`src/rtl/status_ctrl.sv`:
```
// status_ctrl: program status register with same-cycle flag forwarding,
// registered branch-condition evaluation and an interrupt status stack.
//
// Ports:
//   clk, reset_n        clock, asynchronous active-low reset
//   res, carry, upd_en  writeback ALU result/carry and flag-update strobe
//   br_req, br_cond     branch-condition request and condition select
//   br_valid, br_taken  registered branch result (1-cycle latency)
//   int_req, rti_req    push status (interrupt entry) / pop status (return)
//   err_clr             clears the sticky stack error
//   status              registered program status {C, NZ, Z, ~LSB, PARITY}
//   stk_full/stk_empty  stack occupancy decoded from the stack pointer
//   stk_err             sticky overflow/underflow flag
module status_ctrl #(
    parameter int STK_DEPTH = 4
) (
    input  logic        clk,
    input  logic        reset_n,
    input  logic [31:0] res,
    input  logic        carry,
    input  logic        upd_en,
    input  logic        br_req,
    input  logic [2:0]  br_cond,
    input  logic        int_req,
    input  logic        rti_req,
    input  logic        err_clr,
    output logic [4:0]  status,
    output logic        br_valid,
    output logic        br_taken,
    output logic        stk_full,
    output logic        stk_empty,
    output logic        stk_err
);

    // sp counts 0..STK_DEPTH, so it needs one more code than the index.
    localparam int SPW = $clog2(STK_DEPTH + 1);
    localparam int IW  = (STK_DEPTH > 1) ? $clog2(STK_DEPTH) : 1;
    localparam logic [SPW-1:0] SP_MAX = SPW'(STK_DEPTH);

    logic [4:0]     status_q, status_d;
    logic [SPW-1:0] sp_q, sp_d;
    logic           br_valid_q, br_valid_d;
    logic           br_taken_q, br_taken_d;
    logic           err_q, err_d;
    logic [4:0]     stk_q [STK_DEPTH];

    logic [4:0]     nf, ef;
    logic           cond_hit;
    logic           push, pop, full_w, empty_w;
    logic           stk_we;
    logic [SPW-1:0] sp_dec;
    logic [IW-1:0]  wr_idx, rd_idx;

    // Fresh flags from writeback; ef forwards them so a branch or push in
    // the same cycle sees the update before it lands in status.
    assign nf = {carry, |res, ~|res, ~res[0], ^res};
    assign ef = upd_en ? nf : status_q;

    always_comb begin
        cond_hit = 1'b0;
        unique case (br_cond)
            3'b000: cond_hit = 1'b1;
            3'b001: cond_hit = ef[2];
            3'b010: cond_hit = ef[3];
            3'b011: cond_hit = ef[4];
            3'b100: cond_hit = ~ef[4];
            3'b101: cond_hit = ef[0];
            3'b110: cond_hit = ef[1];
            3'b111: cond_hit = 1'b0;
            default: cond_hit = 1'b0;
        endcase
    end

    // Simultaneous int/rti: the push wins and the pop is dropped silently.
    assign push    = int_req;
    assign pop     = rti_req & ~int_req;
    assign full_w  = (sp_q == SP_MAX);
    assign empty_w = (sp_q == '0);
    assign sp_dec  = sp_q - SPW'(1);
    assign wr_idx  = sp_q[IW-1:0];
    assign rd_idx  = sp_dec[IW-1:0];
    assign stk_we  = push & ~full_w;

    always_comb begin
        status_d   = status_q;
        sp_d       = sp_q;
        err_d      = err_q;
        br_valid_d = br_req;
        br_taken_d = br_req & cond_hit;

        if (upd_en) begin
            status_d = nf;
        end

        if (push) begin
            if (!full_w) begin
                sp_d = sp_q + SPW'(1);
            end else begin
                err_d = 1'b1;
            end
        end else if (pop) begin
            if (!empty_w) begin
                // Restored status overrides any writeback update.
                sp_d     = sp_dec;
                status_d = stk_q[rd_idx];
            end else begin
                err_d = 1'b1;
            end
        end

        // A new error on the same edge as err_clr keeps the flag set.
        if (err_clr && !((push && full_w) || (pop && empty_w))) begin
            err_d = 1'b0;
        end
    end

    always_ff @(posedge clk or negedge reset_n) begin
        if (!reset_n) begin
            status_q   <= '0;
            sp_q       <= '0;
            br_valid_q <= 1'b0;
            br_taken_q <= 1'b0;
            err_q      <= 1'b0;
            for (int i = 0; i < STK_DEPTH; i++) begin
                stk_q[i] <= '0;
            end
        end else begin
            status_q   <= status_d;
            sp_q       <= sp_d;
            br_valid_q <= br_valid_d;
            br_taken_q <= br_taken_d;
            err_q      <= err_d;
            if (stk_we) begin
                stk_q[wr_idx] <= ef;
            end
        end
    end

    assign status    = status_q;
    assign br_valid  = br_valid_q;
    assign br_taken  = br_taken_q;
    assign stk_full  = full_w;
    assign stk_empty = empty_w;
    assign stk_err   = err_q;

endmodule

```
`config.mk`:
```
export PLATFORM = sky130hd
export DESIGN_NAME = status_ctrl
export DESIGN_NICKNAME = d
export VERILOG_FILES = /design/src/rtl/status_ctrl.sv
export SDC_FILE = /design/constraint.sdc
export NUM_CORES = 1
export LEC_CHECK = 0
export BUFFER_PORTS_ARGS = -buffer_cell sky130_fd_sc_hd__buf_2
export CORE_MARGIN = 5
export CORE_UTILIZATION = 25
export DETAILED_ROUTE_END_ITERATION = 6
export HOLD_SLACK_MARGIN = 0.08
export PLACE_DENSITY = 0.5
export RECOVER_POWER = 50
export SYNTH_ARGS = -nofsm -noshare
export SYNTH_HDL_FRONTEND = slang
export SYNTH_SLANG_ARGS = --single-unit
export TNS_END_PERCENT = 10
```
`constraint.sdc`:
```
create_clock -name clk -period 2.3 [get_ports clk]
set_clock_uncertainty 0.2 [all_clocks]
set_input_delay 0.46 -clock clk [delete_from_list [all_inputs] [get_ports clk]]
set_output_delay 0.46 -clock clk [all_outputs]
set_load 0.005 [all_outputs]
```
-- After elaboration in Yosys (flattened, before gate mapping)
Cells that the tools add are included.
- bits in registers: 31
- latch bits: 0
- memory bits (writable): 0
- memory bits (read-only): 0
- input bits: 43
- output and inout bits: 10
- logic and storage cells: 70
- memories: 0
- $add $sub $neg: 2
- multiply operators: 0
- div/mod/pow operators: 0
- $lt $le $gt $ge: 3
- eq/ne operators: 11
- shift-type cells: 0
- mux-type cells: 20
- bitwise operators: 9
- reduce and logical (&&, ||, !) cells: 16
- operators with widths (operator ; count):
    two-way mux 5 bit ; 7
    OR reduction 32 bit ; 1
    parity 32 bit ; 1
    bitwise mux 20 bit ; 1
    equality test 3 bit, second input constant ; 5
    two-way mux 3 bit ; 4
    binary-select mux 5 bit (select 2 bit) ; 1
    demux 5 bit (select 2 bit) ; 1
    case mux 1 bit (8 select lines) ; 1
    equality test 3 x 2 -> 1 bit, second input constant ; 2
    >= comparator 3 bit, second input constant ; 2
    logical NOT 3 bit ; 2
    inverter 2 -> 3 bit ; 2
    AND reduction 3 bit ; 2
    nonzero test 3 bit ; 2
    two-way mux 1 bit ; 5
    logical AND 1 bit ; 4
    inequality test 2 bit, second input constant ; 2
    inverter 1 bit ; 4
    adder 3 x 1 -> 3 bit, second input constant ; 1
    bitwise AND 1 bit ; 3
    equality test 3 x 1 -> 1 bit, second input constant ; 1
    less-than comparator 3 x 1 -> 1 bit, second input constant ; 1
    inequality test 3 x 1 -> 1 bit, second input constant ; 1
    4 further kinds ; 5

-- Logic depth before layout (Yosys ltp)
- word-level depth: 8
- mapped depth: 9
- gate-level depth less buffers: 7

-- Least setup slack after synthesis
OpenSTA, ideal clock, no wires.
- path kind: reg-to-reg
- from: reg sp_q[0]
- to: reg status_q[0] (netlist: status[0])
- library setup time: 0.140 ns
- arrival time: 2.017 ns
- slack: -0.058 ns
- cell stages (with the launch flop): 10
- cells stage by stage: dfrtp_1 > clkbuf_1 > inv_1 > ha_1 > inv_1 > nor2_1 > or3b_1 > clkbuf_1 > mux2i_1 > o21ai_0
- elaborated cells between the ends (all ways): 9
- RTL lines (what ; line ; text):
    start: declaration ; 41 ; logic [SPW-1:0] sp_q, sp_d;
    start signal: assignment ; 129 ; sp_q <= sp_d;
    logical NOT 3 bit ; 78 ; assign empty_w = (sp_q == '0);
    named net stk_empty ; 31 ; output logic stk_empty,
    two-way mux 5 bit ; 102 ; if (!empty_w) begin
    two-way mux 5 bit ; 101 ; end else if (pop) begin
    two-way mux 5 bit ; 95 ; if (push) begin
    named net status_d[0] ; 40 ; logic [4:0] status_q, status_d;
    end signal: assignment ; 128 ; status_q <= status_d;
    end: declaration ; 40 ;
The timed path passes the listed nets, and every way through them passes these cells. The select of a mux whose other input is x is not followed.
A chain may end at the register's enable or synchronous reset.

-- Worst setup path in the final report
- from: in res[6]
- to: reg br_taken_q (netlist: br_taken)
- longest elaborated chain between the ends: 5
- elaborated cells between the ends (all ways): 6
- ends and longest elaborated chain (what ; line ; text):
    start: declaration ; 19 ; input logic [31:0] res,
    OR reduction 32 bit ; 56 ; assign nf = {carry, |res, ~|res, ~res[0], ^res};
    logical NOT 1 bit ; 56 ;
    two-way mux 5 bit (*) ; 57 ; assign ef = upd_en ? nf : status_q;
    case mux 1 bit (8 select lines) (*) ; 61 ; unique case (br_cond)
    bitwise AND 1 bit (*) ; 89 ; br_taken_d = br_req & cond_hit;
    named net br_taken_d ; 43 ; logic br_taken_q, br_taken_d;
    end signal: assignment ; 131 ; br_taken_q <= br_taken_d;
    end: declaration ; 43 ;
Mark *: on every way through the listed nets, which the timed path passes. The rest lies on a longest branch.

==> run_summary.xml <==
<?xml version="1.0" encoding="UTF-8"?>
<metrics>
  <group name="run_status">
    <metric name="status" unit="">finished clean</metric>
  </group>
  <group name="worst_setup_path">
    <metric name="timing_worst_setup_path_type" unit="">in -&gt; reg</metric>
    <metric name="cp_num_buf_inv" unit="">2</metric>
    <metric name="crit_arrival" unit="ns">2.11</metric>
    <metric name="crit_fanout" unit="">2</metric>
    <metric name="sequence_of_cells_on_the_critical_path" unit="">buf_2 -&gt; inv_1 -&gt; ha_1 -&gt; nand4_1 -&gt; or4_4 -&gt; or4_1 -&gt; o211ai_2 -&gt; o211ai_1</metric>
    <metric name="cp_slowest_cell" unit="">sky130_fd_sc_hd__or4_4</metric>
    <metric name="timing.critical_path.required" unit="ns">2.25</metric>
    <metric name="crit_path_max_incr_delay" unit="ns">0.54</metric>
    <metric name="critPathCaptureType" unit="">flip-flop</metric>
    <metric name="start_kind" unit="">input pin</metric>
    <metric name="critical-path-top-delay-family" unit="">simple AND/OR/NAND/NOR gates</metric>
  </group>
  <group name="global_route">
    <metric name="use_met3" unit="%">3.54</metric>
    <metric name="first_global_vias" unit="">1772</metric>
    <metric name="groute.layer.met1.usage" unit="%">14.0</metric>
    <metric name="gr-usage-all-layers" unit="%">10.6</metric>
    <metric name="largest_net_degree_at_the_start_of_global_routing" unit="">32</metric>
    <metric name="antenna_found_initial" unit="">0</metric>
    <metric name="grt_pass1_wl" unit="µm">8420</metric>
    <metric name="groute.layer.met2.usage" unit="%">16.3</metric>
    <metric name="grt-busiest-layer" unit="">met2</metric>
    <metric name="grt_overflow" unit="">0</metric>
  </group>
  <group name="sta">
    <metric name="final_period_utilization" unit="%">94.1</metric>
    <metric name="max_clock_freq" unit="MHz">462</metric>
    <metric name="worst-slew-pin-transition" unit="ns">0.786</metric>
    <metric name="hold_viol" unit="">0</metric>
    <metric name="timing_max_transition_violations_final" unit="">0</metric>
    <metric name="setup_viol" unit="">0</metric>
    <metric name="max_slew_margin" unit="%">47.6</metric>
    <metric name="final.min_clock_period" unit="ns">2.16</metric>
    <metric name="rsz_0062_raised_after_global_routing" unit="">no</metric>
    <metric name="whs" unit="ns">0.133</metric>
  </group>
  <group name="synthesis">
    <metric name="synth_fa_ha_area_share" unit="%">12.9</metric>
    <metric name="seq_area_frac_synth" unit="%">38.0</metric>
    <metric name="main_combinational_cell_family_by_area_after_synthesis" unit="">adder cells</metric>
    <metric name="synth_ff_type" unit="">sky130_fd_sc_hd__dfrtp_1</metric>
    <metric name="synth-compound-area-share" unit="%">11.2</metric>
    <metric name="yosys.area_share.xor_xnor" unit="%">6.86</metric>
    <metric name="yosysWarningCount" unit="">0</metric>
    <metric name="syn_inst" unit="">219</metric>
    <metric name="synthArstFlopShare" unit="%">100</metric>
    <metric name="synth_edf_count" unit="">0</metric>
    <metric name="number_of_synthesized_register_bits" unit="">31</metric>
    <metric name="mappedNetlistArea" unit="µm²">2040</metric>
    <metric name="syn_nets" unit="">283</metric>
    <metric name="synth_simple_gate_area_share" unit="%">11.6</metric>
    <metric name="ys_types" unit="">31</metric>
    <metric name="synthMuxAreaShare" unit="%">11.0</metric>
    <metric name="avgSynthCellArea" unit="µm²">9.32</metric>
  </group>
  <group name="power">
    <metric name="netSwitchingPower" unit="µW">938</metric>
    <metric name="leakage" unit="µW">0.00134</metric>
    <metric name="power.switching_fraction" unit="%">37.7</metric>
    <metric name="power.clock.fraction" unit="%">16.5</metric>
    <metric name="power.density" unit="nW/µm²">968</metric>
    <metric name="combinationalPowerShare" unit="%">46.2</metric>
    <metric name="post-layout-total-power" unit="µW">2480</metric>
    <metric name="power.internal" unit="µW">1550</metric>
    <metric name="vdd.ir_drop.worst" unit="V">0.000283</metric>
    <metric name="seq_power_share" unit="%">37.3</metric>
  </group>
  <group name="clocking">
    <metric name="cts.repair_timing.setup_buffer_count" unit="">0</metric>
    <metric name="clk_path_buf_depth" unit="">2</metric>
    <metric name="cts.hold.buffers_added" unit="">1</metric>
    <metric name="insertion_delay" unit="ns">0.28</metric>
    <metric name="cts_num_sinks" unit="">31</metric>
    <metric name="clock-root-buffer" unit="">sky130_fd_sc_hd__clkbuf_8</metric>
    <metric name="clock_buffers_created_by_tritoncts" unit="">5</metric>
    <metric name="cts-htree-levels" unit="">2</metric>
    <metric name="cts_tree" unit="">built</metric>
    <metric name="post_cts_resized" unit="">0</metric>
    <metric name="clk_pin_slew_worst_paths" unit="ns">0.06</metric>
  </group>
  <group name="finish">
    <metric name="finish.net_count" unit="">347</metric>
    <metric name="layout.filler_cells" unit="">898</metric>
    <metric name="ant_diodes" unit="">0</metric>
    <metric name="fraction_of_layout_cells_with_a_size_suffix_above_1" unit="%">24.6</metric>
    <metric name="areaGrowthSynthToFinish" unit="%">25.7</metric>
  </group>
  <group name="drt">
    <metric name="finalWirelength" unit="µm">4920</metric>
    <metric name="route.detailed.drc" unit="">0</metric>
    <metric name="dr_total_vias" unit="">1652</metric>
    <metric name="avgRoutedWirePerCell" unit="µm">12.7</metric>
    <metric name="drt_iter0_markers" unit="">62</metric>
    <metric name="route.antenna.remaining_nets" unit="">0</metric>
    <metric name="vias_per_cell" unit="">4.25</metric>
    <metric name="first_pass_iters" unit="">4</metric>
  </group>
  <group name="die">
    <metric name="floorplan.initialDensity" unit="%">25.2</metric>
    <metric name="die-area" unit="µm²">10100</metric>
    <metric name="placementRows" unit="">33</metric>
    <metric name="die-width" unit="µm">100</metric>
    <metric name="die-height" unit="µm">100</metric>
    <metric name="core_region_area" unit="µm²">8090</metric>
    <metric name="top_level_ports" unit="">53</metric>
  </group>
  <group name="placement">
    <metric name="gp_routability_congestion" unit="">0.755</metric>
    <metric name="port-buffer-count" unit="">52</metric>
    <metric name="dp_hpwl" unit="µm">3960</metric>
  </group>
  <group name="min_path">
    <metric name="worstHoldPathType" unit="">in -&gt; reg</metric>
  </group>
  <group name="flow_run">
    <metric name="maxCapViolations" unit="">0</metric>
  </group>
</metrics>
-- sequential cells by signal, summed over array words and instances, names as in the netlist --
name / flops
stk_q: 20
status: 5
sp_q: 3
stk_err: 1
br_valid: 1
br_taken: 1
-- power groups by stage --
stage	Combinational, µW	Sequential (µW)	Clock [µW]
2_1_floorplan	834	899	0
3_3_place_gp	1160	935	0
3_5_place_dp	1180	939	0
4_1_cts	1180	930	428
5_1_grt	1320	959	449
6_report	1150	927	409
-- cell usage after synthesis, types with 2 or more instances --
library cell / n / area, µm²
sky130_fd_sc_hd__o21ai_0: 19 / 95.1
sky130_fd_sc_hd__nand2_1: 27 / 101
sky130_fd_sc_hd__inv_1: 40 / 150
sky130_fd_sc_hd__nor2_1: 7 / 26.3
sky130_fd_sc_hd__nand3_1: 6 / 30.0
sky130_fd_sc_hd__o22ai_1: 3 / 18.8
sky130_fd_sc_hd__mux4_2: 5 / 113
sky130_fd_sc_hd__a21oi_1: 6 / 30.0
sky130_fd_sc_hd__ha_1: 21 / 263
sky130_fd_sc_hd__nand4_1: 2 / 12.5
sky130_fd_sc_hd__xor2_1: 2 / 17.5
sky130_fd_sc_hd__nor3_1: 2 / 10.0
sky130_fd_sc_hd__mux2i_1: 9 / 90.1
sky130_fd_sc_hd__o31ai_1: 5 / 37.5
sky130_fd_sc_hd__nor2b_1: 2 / 12.5
sky130_fd_sc_hd__xnor2_1: 14 / 123
sky130_fd_sc_hd__clkbuf_1: 4 / 15.0
sky130_fd_sc_hd__mux2_2: 2 / 22.5
sky130_fd_sc_hd__dfrtp_1: 31 / 776
-- worst register-to-register path: cells and delay by family, from the launching register on --
kind            cells  cell delay [ns]
compound gates      1             0.13
flops               1             0.38
simple gates        3             0.81
fa+ha+maj           1             0.23
buf+inv             2             0.20
-- cells by family after synthesis --
logic type,count (synthesis)
AND/OR/NAND/NOR,51
buffers and inverters,46
AO/OA/AOI/OAI,38
flip-flops,31
adder cells (fa/ha/maj),21
XOR/XNOR,16
multiplexers,16
-- layer usage --
metal	vias up	part of all wire, %
met1	729	48
met5	-	0
met3	4	8.6
li1	861	-
met4	0	1.3
met2	58	42
-- cell usage in the layout, fill, tap and decap left out, types with 2 or more instances in the layout --
cell type	Yosys	layout
sky130_fd_sc_hd__mux2_2	2	2
sky130_fd_sc_hd__dfrtp_1	31	31
sky130_fd_sc_hd__ha_1	21	21
sky130_fd_sc_hd__clkbuf_1	4	8
sky130_fd_sc_hd__o22ai_1	3	3
sky130_fd_sc_hd__mux4_2	5	5
sky130_fd_sc_hd__nor3_1	2	2
sky130_fd_sc_hd__o21ai_0	19	19
sky130_fd_sc_hd__buf_2	0	45
sky130_fd_sc_hd__nor2_1	7	7
sky130_fd_sc_hd__mux2i_1	9	9
sky130_fd_sc_hd__o31ai_1	5	5
sky130_fd_sc_hd__nor2b_1	2	2
sky130_fd_sc_hd__xor2_1	2	2
sky130_fd_sc_hd__xnor2_1	14	14
sky130_fd_sc_hd__nand4_1	2	2
sky130_fd_sc_hd__inv_1	40	40
sky130_fd_sc_hd__buf_4	0	9
sky130_fd_sc_hd__clkbuf_8	0	5
sky130_fd_sc_hd__nand2_1	27	27
sky130_fd_sc_hd__nand3_1	6	6
sky130_fd_sc_hd__a21oi_1	6	6
-- metrics by stage --
step / cells / area (µm²) / TNS (ns) / setup slack, ns / utilization, %
4_1_cts: 389 / 2570 / 0 / 0.101 / 31.8
6_report: 389 / 2570 / 0 / 0.136 / 31.7
2_1_floorplan: 219 / 2040 / 0 / 0.0751 / -
5_1_grt: 389 / 2570 / 0 / 0.0209 / 31.7
3_5_place_dp: 380 / 2480 / -0.507 / -0.203 / 30.7
3_3_place_gp: 380 / 2480 / -0.232 / -0.158 / 30.7
-- final timing paths --
| check | startpoint | endpoint | slack (ns) | depth (start not counted) |
|---|---|---|---|---|
| max | res[6] | br_taken$_DFF_PN0_ | 0.14 | 8 |
| min | br_req | br_valid$_DFF_PN0_ | 0.13 | 1 |
| max reg2reg | sp_q[1]$_DFFE_PN0P_ | sp_q[1]$_DFFE_PN0P_ | 0.21 | 7 |
| min reg2reg | stk_q[7]$_DFFE_PN0P_ | stk_q[7]$_DFFE_PN0P_ | 0.28 | 2 |
| max in group asynchronous | reset_n | stk_q[2]$_DFFE_PN0P_ | 0.81 | 2 |
| min in group asynchronous | reset_n | sp_q[2]$_DFFE_PN0P_ | 0.59 | 2 |
-- layout make-up --
| cell class | instances | area (µm²) | share of cell area, % |
|---|---|---|---|
| multi-input cells | 142 | 1090 | 42.6 |
| flip-flops and latches | 31 | 776 | 30.2 |
| repair buffers | 62 | 330 | 12.9 |
| inverters | 41 | 154 | 6.00 |
| well taps | 105 | 131 | 5.12 |
| clock buffers | 7 | 76.3 | 2.97 |
| clock inverters | 1 | 5.00 | 0.195 |
No activity file was read; power rests on OpenSTA's default activity.
